File: src/rtl/jpeg_dequant.sv
// Streaming JPEG inverse quantizer: two signed 16-bit coefficients per word times a 64-entry Q table.
// Define DEQUANT_SAT_EN to saturate each product to 16 bits instead of wrapping.
module jpeg_dequant_lane #(
   parameter int QW    = 8,
   parameter int VEC_W = 16
) (
   input  logic [VEC_W-1:0] coef,
   input  logic [QW-1:0]    q,
   output logic [VEC_W-1:0] res
);
`ifdef DEQUANT_SAT_EN
   localparam int PW = VEC_W + QW + 1;
   localparam logic signed [PW-1:0] MAXV = PW'({1'b0, {(VEC_W-1){1'b1}}});
   localparam logic signed [PW-1:0] MINV = -(MAXV + PW'(1));
   logic signed [PW-1:0] a, b, prod;
   assign a    = PW'($signed(coef));
   assign b    = PW'(q);
   assign prod = a * b;
   always_comb begin
      res = prod[VEC_W-1:0];
      if (prod > MAXV)      res = {1'b0, {(VEC_W-1){1'b1}}};
      else if (prod < MINV) res = {1'b1, {(VEC_W-1){1'b0}}};
   end
`else
   // Low VEC_W bits of a product do not depend on operand signedness.
   logic [VEC_W-1:0] qz;
   assign qz  = VEC_W'(q);
   assign res = coef * qz;
`endif
endmodule

module jpeg_dequant #(
   parameter int QW        = 8,
   parameter int BLK_WORDS = 32
) (
   input  logic          clk_i,
   input  logic          rst_i,
   input  logic          qt_we_i,
   input  logic [5:0]    qt_addr_i,
   input  logic [QW-1:0] qt_dat_i,
   input  logic          in_valid_i,
   output logic          in_ready_o,
   input  logic [31:0]   in_dat_i,
   output logic          out_valid_o,
   input  logic          out_ready_i,
   output logic [31:0]   out_dat_o,
   output logic          out_last_o,
   output logic          busy_o
);
   localparam int NUM_LANES = 2;
   localparam int VEC_W     = 16;
   localparam int STAGES    = 2;
   localparam int CW        = $clog2(BLK_WORDS);

   typedef struct packed {
      logic [NUM_LANES-1:0][VEC_W-1:0] coef;
      logic [NUM_LANES-1:0][QW-1:0]    q;
      logic                            last;
   } s1_t;

   logic [QW-1:0]                   qt [64];
   logic [CW-1:0]                   wcnt;
   logic [STAGES:1]                 vld_pipe;
   logic                            en, hs;
   s1_t                             s1_d, s1_q;
   logic [NUM_LANES-1:0][VEC_W-1:0] lane_res;

   assign en          = !out_valid_o | out_ready_i;
   assign hs          = in_valid_i & en;
   assign in_ready_o  = en;
   assign out_valid_o = vld_pipe[STAGES];
   assign busy_o      = (wcnt != '0) | vld_pipe[1] | out_valid_o;

   // Writes are locked out while any block data is in flight.
   always_ff @(posedge clk_i) begin
      if (rst_i) begin
         for (int i = 0; i < 64; i++) qt[i] <= QW'(1);
      end else if (qt_we_i && !busy_o) begin
         qt[qt_addr_i] <= qt_dat_i;
      end
   end

   // Lane 1 is the high half (even coefficient), lane 0 the low half (odd).
   always_comb begin
      s1_d      = '0;
      s1_d.coef = in_dat_i;
      for (int l = 0; l < NUM_LANES; l++) s1_d.q[l] = qt[{wcnt, 1'(l == 0)}];
      s1_d.last = (wcnt == CW'(BLK_WORDS - 1));
   end

   always_ff @(posedge clk_i) begin
      if (rst_i) begin
         wcnt       <= '0;
         vld_pipe   <= '0;
         s1_q       <= '0;
         out_dat_o  <= '0;
         out_last_o <= 1'b0;
      end else if (en) begin
         if (in_valid_i) wcnt <= wcnt + CW'(1);
         vld_pipe   <= {vld_pipe[STAGES-1:1], in_valid_i};
         s1_q       <= s1_d;
         out_dat_o  <= lane_res;
         out_last_o <= s1_q.last & vld_pipe[1];
      end
   end

   for (genvar l = 0; l < NUM_LANES; l++) begin : g_lane
      jpeg_dequant_lane #(.QW(QW), .VEC_W(VEC_W)) u_lane (
         .coef (s1_q.coef[l]),
         .q    (s1_q.q[l]),
         .res  (lane_res[l])
      );
   end
endmodule

File: config.mk
export PLATFORM = sky130hd
export DESIGN_NAME = jpeg_dequant
export DESIGN_NICKNAME = d
export VERILOG_FILES = /design/src/rtl/jpeg_dequant.sv
export SDC_FILE = /design/constraint.sdc
export NUM_CORES = 1
export LEC_CHECK = 0
export BUFFER_PORTS_ARGS = -buffer_cell sky130_fd_sc_hd__buf_4
export CORE_MARGIN = 4
export CORE_UTILIZATION = 53
export DETAILED_ROUTE_END_ITERATION = 6
export PLACE_DENSITY = 0.75
export SYNTH_ARGS = -nofsm -noshare
export SYNTH_HDL_FRONTEND = slang
export SYNTH_SLANG_ARGS = --single-unit
File: constraint.sdc
create_clock -name clk_i -period 4.15 [get_ports clk_i]
set_input_delay 0.6225 -clock clk_i [delete_from_list [all_inputs] [get_ports clk_i]]
set_output_delay 0.6225 -clock clk_i [all_outputs]
set_load 0.005 [all_outputs]
==> results of run 1 <==
[cell usage in the layout (no fill, tap or decap), types with 37 or more instances in the layout]
master / netlist / layout
sky130_fd_sc_hd__and2_1: 593 / 588
sky130_fd_sc_hd__edfxtp_1: 512 / 512
sky130_fd_sc_hd__buf_4: 11 / 179
sky130_fd_sc_hd__mux4_2: 160 / 160
sky130_fd_sc_hd__nand2_1: 162 / 156
sky130_fd_sc_hd__inv_1: 142 / 139
sky130_fd_sc_hd__fa_1: 120 / 116
sky130_fd_sc_hd__nor2_1: 108 / 108
sky130_fd_sc_hd__or3_1: 69 / 68
sky130_fd_sc_hd__clkbuf_16: 0 / 67
sky130_fd_sc_hd__or2_2: 64 / 64
sky130_fd_sc_hd__a21oi_1: 65 / 61
sky130_fd_sc_hd__dfxtp_1: 89 / 57
sky130_fd_sc_hd__ha_1: 51 / 37
[metal layers]
metal,vias to the layer above,share of wire (%),global-route usage (%)
li1,8874,-,-
met2,707,50,40.26
met5,-,0.040,0
met4,4,2.5,6.267
met3,143,6.9,4.319
met1,10040,41,31.71
[how the worst min path moves through the flow]
stage,from,end,slack [ns]
global placement,out_dat_o[2],out_dat_o[2],0.44
detailed placement,out_dat_o[2],out_dat_o[2],0.45
finish,in_dat_i[2],s1_q[19],0.28
global route,in_dat_i[17],s1_q[34],0.27
CTS,in_dat_i[3],s1_q[20],0.25
floorplan,s1_q[0],s1_q[0],0.43
[cells by family (layout without fill, tap and decap cells)]
logic type / after synthesis / in the layout
simple gates: 1059 / 1059
flops: 601 / 601
buf+inv: 305 / 439
mux: 178 / 178
fa+ha+maj: 171 / 171
compound gates: 148 / 148
xor+xnor: 34 / 34
[power by group through the flow]
stage | Combinational (mW) | Sequential (mW) | Clock [mW]
6_report | 2.01 | 6.94 | 5.59
5_1_grt | 2.21 | 6.96 | 5.93
4_1_cts | 1.96 | 6.93 | 5.68
3_5_place_dp | 1.94 | 7.05 | 0
3_3_place_gp | 1.90 | 7.04 | 0
2_1_floorplan | 1.28 | 6.99 | 0
[flip-flops by register name, indices dropped and copies added (netlist names)]
signal / cells
qt: 512
s1_q: 49
out_dat_o: 32
wcnt: 5
vld_pipe: 2
out_last_o: 1
[tightest hold or removal path, cell delays in order]
cell                      delay (ns)
sky130_fd_sc_hd__buf_4          0.11
sky130_fd_sc_hd__nand2_1        0.05
sky130_fd_sc_hd__a21oi_1        0.05
[timing repair]
action	4_1_cts	5_1_grt
pin swaps	6	31
resized for setup	19	79
endpoints found under the setup margin	9	13
buffers inserted	1	3
[layout make-up]
class | instances | area (um^2) | share of cell area [%]
clock buffer | 80 | 1735 | 4.756
multi-input combinational | 1590 | 14290 | 39.16
tap | 782 | 978.4 | 2.681
sequential | 601 | 17230 | 47.22
clock inverter | 30 | 284.0 | 0.7784
inverter | 144 | 540.5 | 1.481
timing repair buffer | 185 | 1429 | 3.916
==> metrics.txt, run 1 <==
status=finished, violations left; violated checks=negative setup slack; share of total power consumed by net switching=25.06%; placed cells=roughly 3300; number of DRC violations after detailed routing=0; Worst Path Buf+Inv=3; Final #Nets=2810; post-layout power=approximately 15 mW; unique cell type count in the Yosys netlist=52; count of standard-cell rows=90; Max Fclk=0.2408 GHz; root buffer selected by CTS=sky130_fd_sc_hd__clkbuf_16; post-synthesis area per instance=12.98 um^2; Die Y-Extent=about 260 um; Data required, critical path=roughly 4.6 ns; Routed wire per std cell=22.14 um; Setup crit end=out_dat_o[31]; FF-to-FF path depth=13; deepest level of the CTS H-tree=3; Tightest Pin Transition=1.098 ns; Max Buffers Root-to-Sink=3; clock sink total=between 600 and 700; most prevalent standard cell on the critical path=sky130_fd_sc_hd__fa_1; post-synthesis net count=~2700; worst hold path type=input pin to flop; initial drt markers=approximately 1700; post-detailed-placement half-perimeter wirelength=48.95 mm; via count of the first global-routing pass=around 21000; worst reg2reg path endpoint=out_dat_o[31]; Period minus WS final=about 4.2 ns; aggregate routed wire length=~76 mm; post-route cell area=0.03649 mm^2; Internal Dissipation=between 10 and 15 mW; Hold Slack=roughly 0.28 ns; max-cap viol count=0; cell type with the largest total area after synthesis=sky130_fd_sc_hd__edfxtp_1; Ant. Diodes=0; Starting Density=between 50 and 60%; worst setup slack for register-to-register paths=-0.003 ns; summed negative setup slack over all endpoints=-0.002560 ns; synthesized-area fraction occupied by and/or/nand/nor cells=approximately 18%; worst setup path startpoint=s1_q[11]; CTS tree=yes; Final Wtd Congestion=roughly 0.87; warning count from the yosys run=0; final count of pins violating max slew=0; CP endpoint kind=flop; Slowest Stage Delay on Critical Path=around 0.57 ns; first-pass GRT wire length=118.3 mm; gr ovfl total=0; type of origin of the critical path=flop; routed vias=19760; Placement Cell Area=between 0.03 and 0.04 mm^2; proportion of synthesized flip-flops having asynchronous set or reset=0%; ratio of routed vias to standard cells=5.792; Post-DRT Antenna Nets=0; worst relative slew slack=about 27%; portion of synthesized cell area occupied by the leading cell type=between 40 and 50%; dominant combinational cell family by area after synthesis=simple AND/OR/NAND/NOR gates; Post-CTS Hold Buffers=0; kind of cell adding the most delay to the critical path=adder cells; detailed-router iteration count before antenna repair=6; multiplexer fraction of the synthesized cell area=a little under an eighth; Die X-Extent=255.2 um; number of flops mapped to enable cells by yosys=about 510; flop and latch count out of synthesis=601; cell types with the highest counts after synthesis=sky130_fd_sc_hd__and2_1, sky130_fd_sc_hd__edfxtp_1, sky130_fd_sc_hd__nand2_1; area of the mapped netlist=about 0.032 mm^2; slowest stage cell on the critical path=sky130_fd_sc_hd__fa_2; CORE AREA=0.06047 mm^2; launch point of the worst reg-to-reg path=s1_q[11]; Hold Crit Depth=3; Sw Pwr=roughly 3.6 mW; share of post-route cells with drive strength above 1=22.21%; crit path cell chain=buf_4, and2_1, fa_1, inv_1, fa_2, inv_1, fa_1, fa_1, ha_2, or3_1, o32a_1, xnor2_1, a22o_1; number of clock buffers inserted by TritonCTS=66; WS Path Type=flop to flop; minimum setup slack after placement=-0.08017 ns; compound-gate portion of the synthesized area=2.878%; pin count of the biggest net entering global routing=~130; xor/xnor cell area share of the yosys netlist=about 1%; cell count after synthesis=2496; dominant register cell in the synthesized netlist=sky130_fd_sc_hd__edfxtp_1; Skew-Pair Late Insertion Delay=approximately 0.6 ns; Crit path arrival time=between 4 and 5 ns; fin cells=~3400; combinational share of power=13.9%; leading cell types by total area after synthesis=sky130_fd_sc_hd__edfxtp_1, sky130_fd_sc_hd__and2_1, sky130_fd_sc_hd__mux4_2, sky130_fd_sc_hd__fa_1, sky130_fd_sc_hd__dfxtp_1; DIE AREA=0.06513 mm^2; largest fanout on the critical path=8; period utilisation layout=100.1%; worst vdd rail ir drop=approximately 380 uV; Final Hold Violating Endpoints=0; clock slew at the register clock pins of the worst setup and hold paths=roughly 0.060 ns; initial antenna violation count=2; Clock Skew=~0.021 ns; IO Count=87; Core Util, Final=about three fifths; portion of total power attributed to the clock network=38.5%; static leakage=13.75 nW; Syn-to-layout area delta=12.66%; power density normalized to cell area=about 400 mW/mm^2; overall routing resource usage=23.61%; logic depth of the worst setup path including buffers=13; unrepaired setup endpoints after global routing=true; synthesized-area fraction occupied by adder cells=under 10%; share of the yosys chip area belonging to registers=about 53%; # setup viols final=1; quantity of I/O buffers inserted on ports=86; leading cell type by number of instances after synthesis=sky130_fd_sc_hd__and2_1; final worst setup slack=-0.002560 ns; part of the power in registers=a little under half; count of fill cells added during filler insertion=about 4600
No activity file was read; power rests on OpenSTA's default activity.
==> inputs of run 2 (changes only) <==
--- a/config.mk
+++ b/config.mk
@@ -8,6 +8,7 @@
 export BUFFER_PORTS_ARGS = -buffer_cell sky130_fd_sc_hd__buf_4
 export CORE_MARGIN = 4
 export CORE_UTILIZATION = 53
+export CTS_BUF_LIST = sky130_fd_sc_hd__clkbuf_4
 export DETAILED_ROUTE_END_ITERATION = 6
 export PLACE_DENSITY = 0.75
 export SYNTH_ARGS = -nofsm -noshare
==> run 2 against run 1 <==
The run now ends clean. Via count rose by 3.1%. Global-route usage rose by 0.12 points. Worst setup slack improved by 0.024 ns. Register-to-register slack improved by 0.02 ns. Clock-buffer cell count rose by 152. Cell count rose by 5.8%. Non-clock buffer count rose by 33. Final area rose by 0.71%. Clock skew rose by 0.031 ns. Core utilization rose by 0.43 points. First-iteration DRC count fell by 6.8%. Critical endpoint unchanged. Highest routed layer is now met4.
==> metrics.txt, run 2 (synthesized netlist as in run 1, its figures left out) <==
Die X-Extent=around 260 um; initial antenna violation count=3; DIE AREA=approximately 0.065 mm^2; worst vdd rail ir drop=approximately 320 uV; CORE AREA=approximately 0.060 mm^2; # setup viols final=0; Max Fclk=roughly 0.24 GHz; static leakage=approximately 14 nW; power density normalized to cell area=between 300 and 400 mW/mm^2; Die Y-Extent=approximately 260 um; ratio of routed vias to standard cells=~5.6; Final #Nets=~2900; placed cells=3298; kind of cell adding the most delay to the critical path=adder cells; final count of pins violating max slew=0; IO Count=87; Core Util, Final=just over 60%; Period minus WS final=4.128 ns; largest fanout on the critical path=8; Tightest Pin Transition=about 1.1 ns; detailed-router iteration count before antenna repair=6; clock sink total=about 600; gr ovfl total=0; initial drt markers=1602; worst relative slew slack=~28%; worst hold path type=input pin to flop; unrepaired setup endpoints after global routing=true; count of standard-cell rows=90; first-pass GRT wire length=~120 mm; slowest stage cell on the critical path=sky130_fd_sc_hd__fa_2; number of clock buffers inserted by TritonCTS=around 160; leading registers by flop count=qt x512, s1_q x49, out_dat_o x32; status=finished clean; commonest non-fill, non-tap cell in the layout=sky130_fd_sc_hd__and2_1; CTS tree=yes; WS Path Type=flop to flop; overall routing resource usage=a little under a quarter; routed vias=between 20000 and 25000; top library cells by usage in the layout, fill and taps aside=sky130_fd_sc_hd__and2_1, sky130_fd_sc_hd__edfxtp_1, sky130_fd_sc_hd__clkbuf_4; root buffer selected by CTS=sky130_fd_sc_hd__clkbuf_4; post-detailed-placement half-perimeter wirelength=approximately 49 mm; share of post-route cells with drive strength above 1=a little over a quarter; Final Wtd Congestion=just under 0.9; aggregate routed wire length=approximately 76 mm; number of DRC violations after detailed routing=0; final worst setup slack=0.02179 ns; Syn-to-layout area delta=13.46%; CP endpoint kind=flop; deepest level of the CTS H-tree=4; largest register by flop count=qt; crit path cell chain=buf_4, and2_1, fa_1, inv_1, fa_2, inv_1, fa_1, fa_1, ha_2, or3_1, o32a_1, xnor2_1, a22o_1; Worst Path Buf+Inv=3; most prevalent standard cell on the critical path=sky130_fd_sc_hd__fa_1; Final Hold Violating Endpoints=0; via count of the first global-routing pass=21640; quantity of I/O buffers inserted on ports=86; Routed wire per std cell=20.93 um; Clock Skew=about 0.052 ns; Crit path arrival time=between 4 and 5 ns; Max Buffers Root-to-Sink=3; pin count of the biggest net entering global routing=~130; Starting Density=53.56%; fin cells=between 3000 and 4000; type of origin of the critical path=flop; Post-DRT Antenna Nets=0; period utilisation layout=between 90% and 100%; flip-flop count of the largest register, all copies and words added=512; Data required, critical path=between 5 and 6 ns; max-cap viol count=0; Skew-Pair Late Insertion Delay=0.99 ns; clock slew at the register clock pins of the worst setup and hold paths=roughly 0.07 ns; Slowest Stage Delay on Critical Path=roughly 0.57 ns; minimum setup slack after placement=-0.08017 ns
[run 2: tightest hold or removal path: cells and delay by family]
kind | cells | cell delay (ns)
buffers and inverters | 1 | 0.13
and+or+nand+nor | 2 | 0.36
[run 2: worst paths after layout]
kind / start / endpoint / slack, ns / depth (start not counted)
setup reg to reg: s1_q[11] / out_dat_o[31] / 0.02 / 13
setup / recovery: s1_q[11] / out_dat_o[31] / 0.02 / 13
hold reg to reg: out_dat_o[2] / out_dat_o[2] / 0.45 / 2
hold / removal: qt_addr_i[0] / qt[57][0] / 0.21 / 3
[run 2: layout make-up]
cell class | instances | area (um^2)
Antenna cell | 10 | 25.02
Clock buffer | 232 | 1742
Clock inverter | 33 | 187.7
Fill cell | 4608 | 23720
Inverter | 144 | 540.5
Multi-Input combinational cell | 1590 | 14290
Sequential cell | 601 | 17230
Tap cell | 782 | 978.4
Timing Repair Buffer | 218 | 1762
[run 2: report_power, final]
part           switching [mW]  internal [mW]  total, mW
clock network            2.42           2.62       5.04
logic                    1.08          0.950       2.03
registers               0.152           6.78       6.93
total                    3.66           10.3       14.0
[run 2: timing repair]
action / CTS / global route
gates resized for setup: 21 / 76
hold buffers: 34 / 0
pin swaps: 6 / 27
endpoints found under the setup margin: 10 / 14
endpoints found under the hold margin: 38 / 0
setup buffers: 0 / 3
[run 2: per-layer routing]
metal	wire, um	up-vias	global-route usage (%)
met1	30520	10200	31.03
met3	5599	162	5.640
met5	0	-	0
met4	1850	0	7.560
met2	37570	793	39.79
li1	-	9209	-
[run 2: stage by stage]
step	power (mW)	hold slack, ns	TNS [ns]	instance area (um^2)
detailed placement	8.994	0.4454	-0.5080	34120
global route	14.68	0.1549	-0.5180	36740
finish	14.01	0.2146	0	36750
global placement	8.932	0.4420	-0.07784	34120
CTS	14.06	0.1252	0	36450
floorplan	8.275	0.4312	0	32410
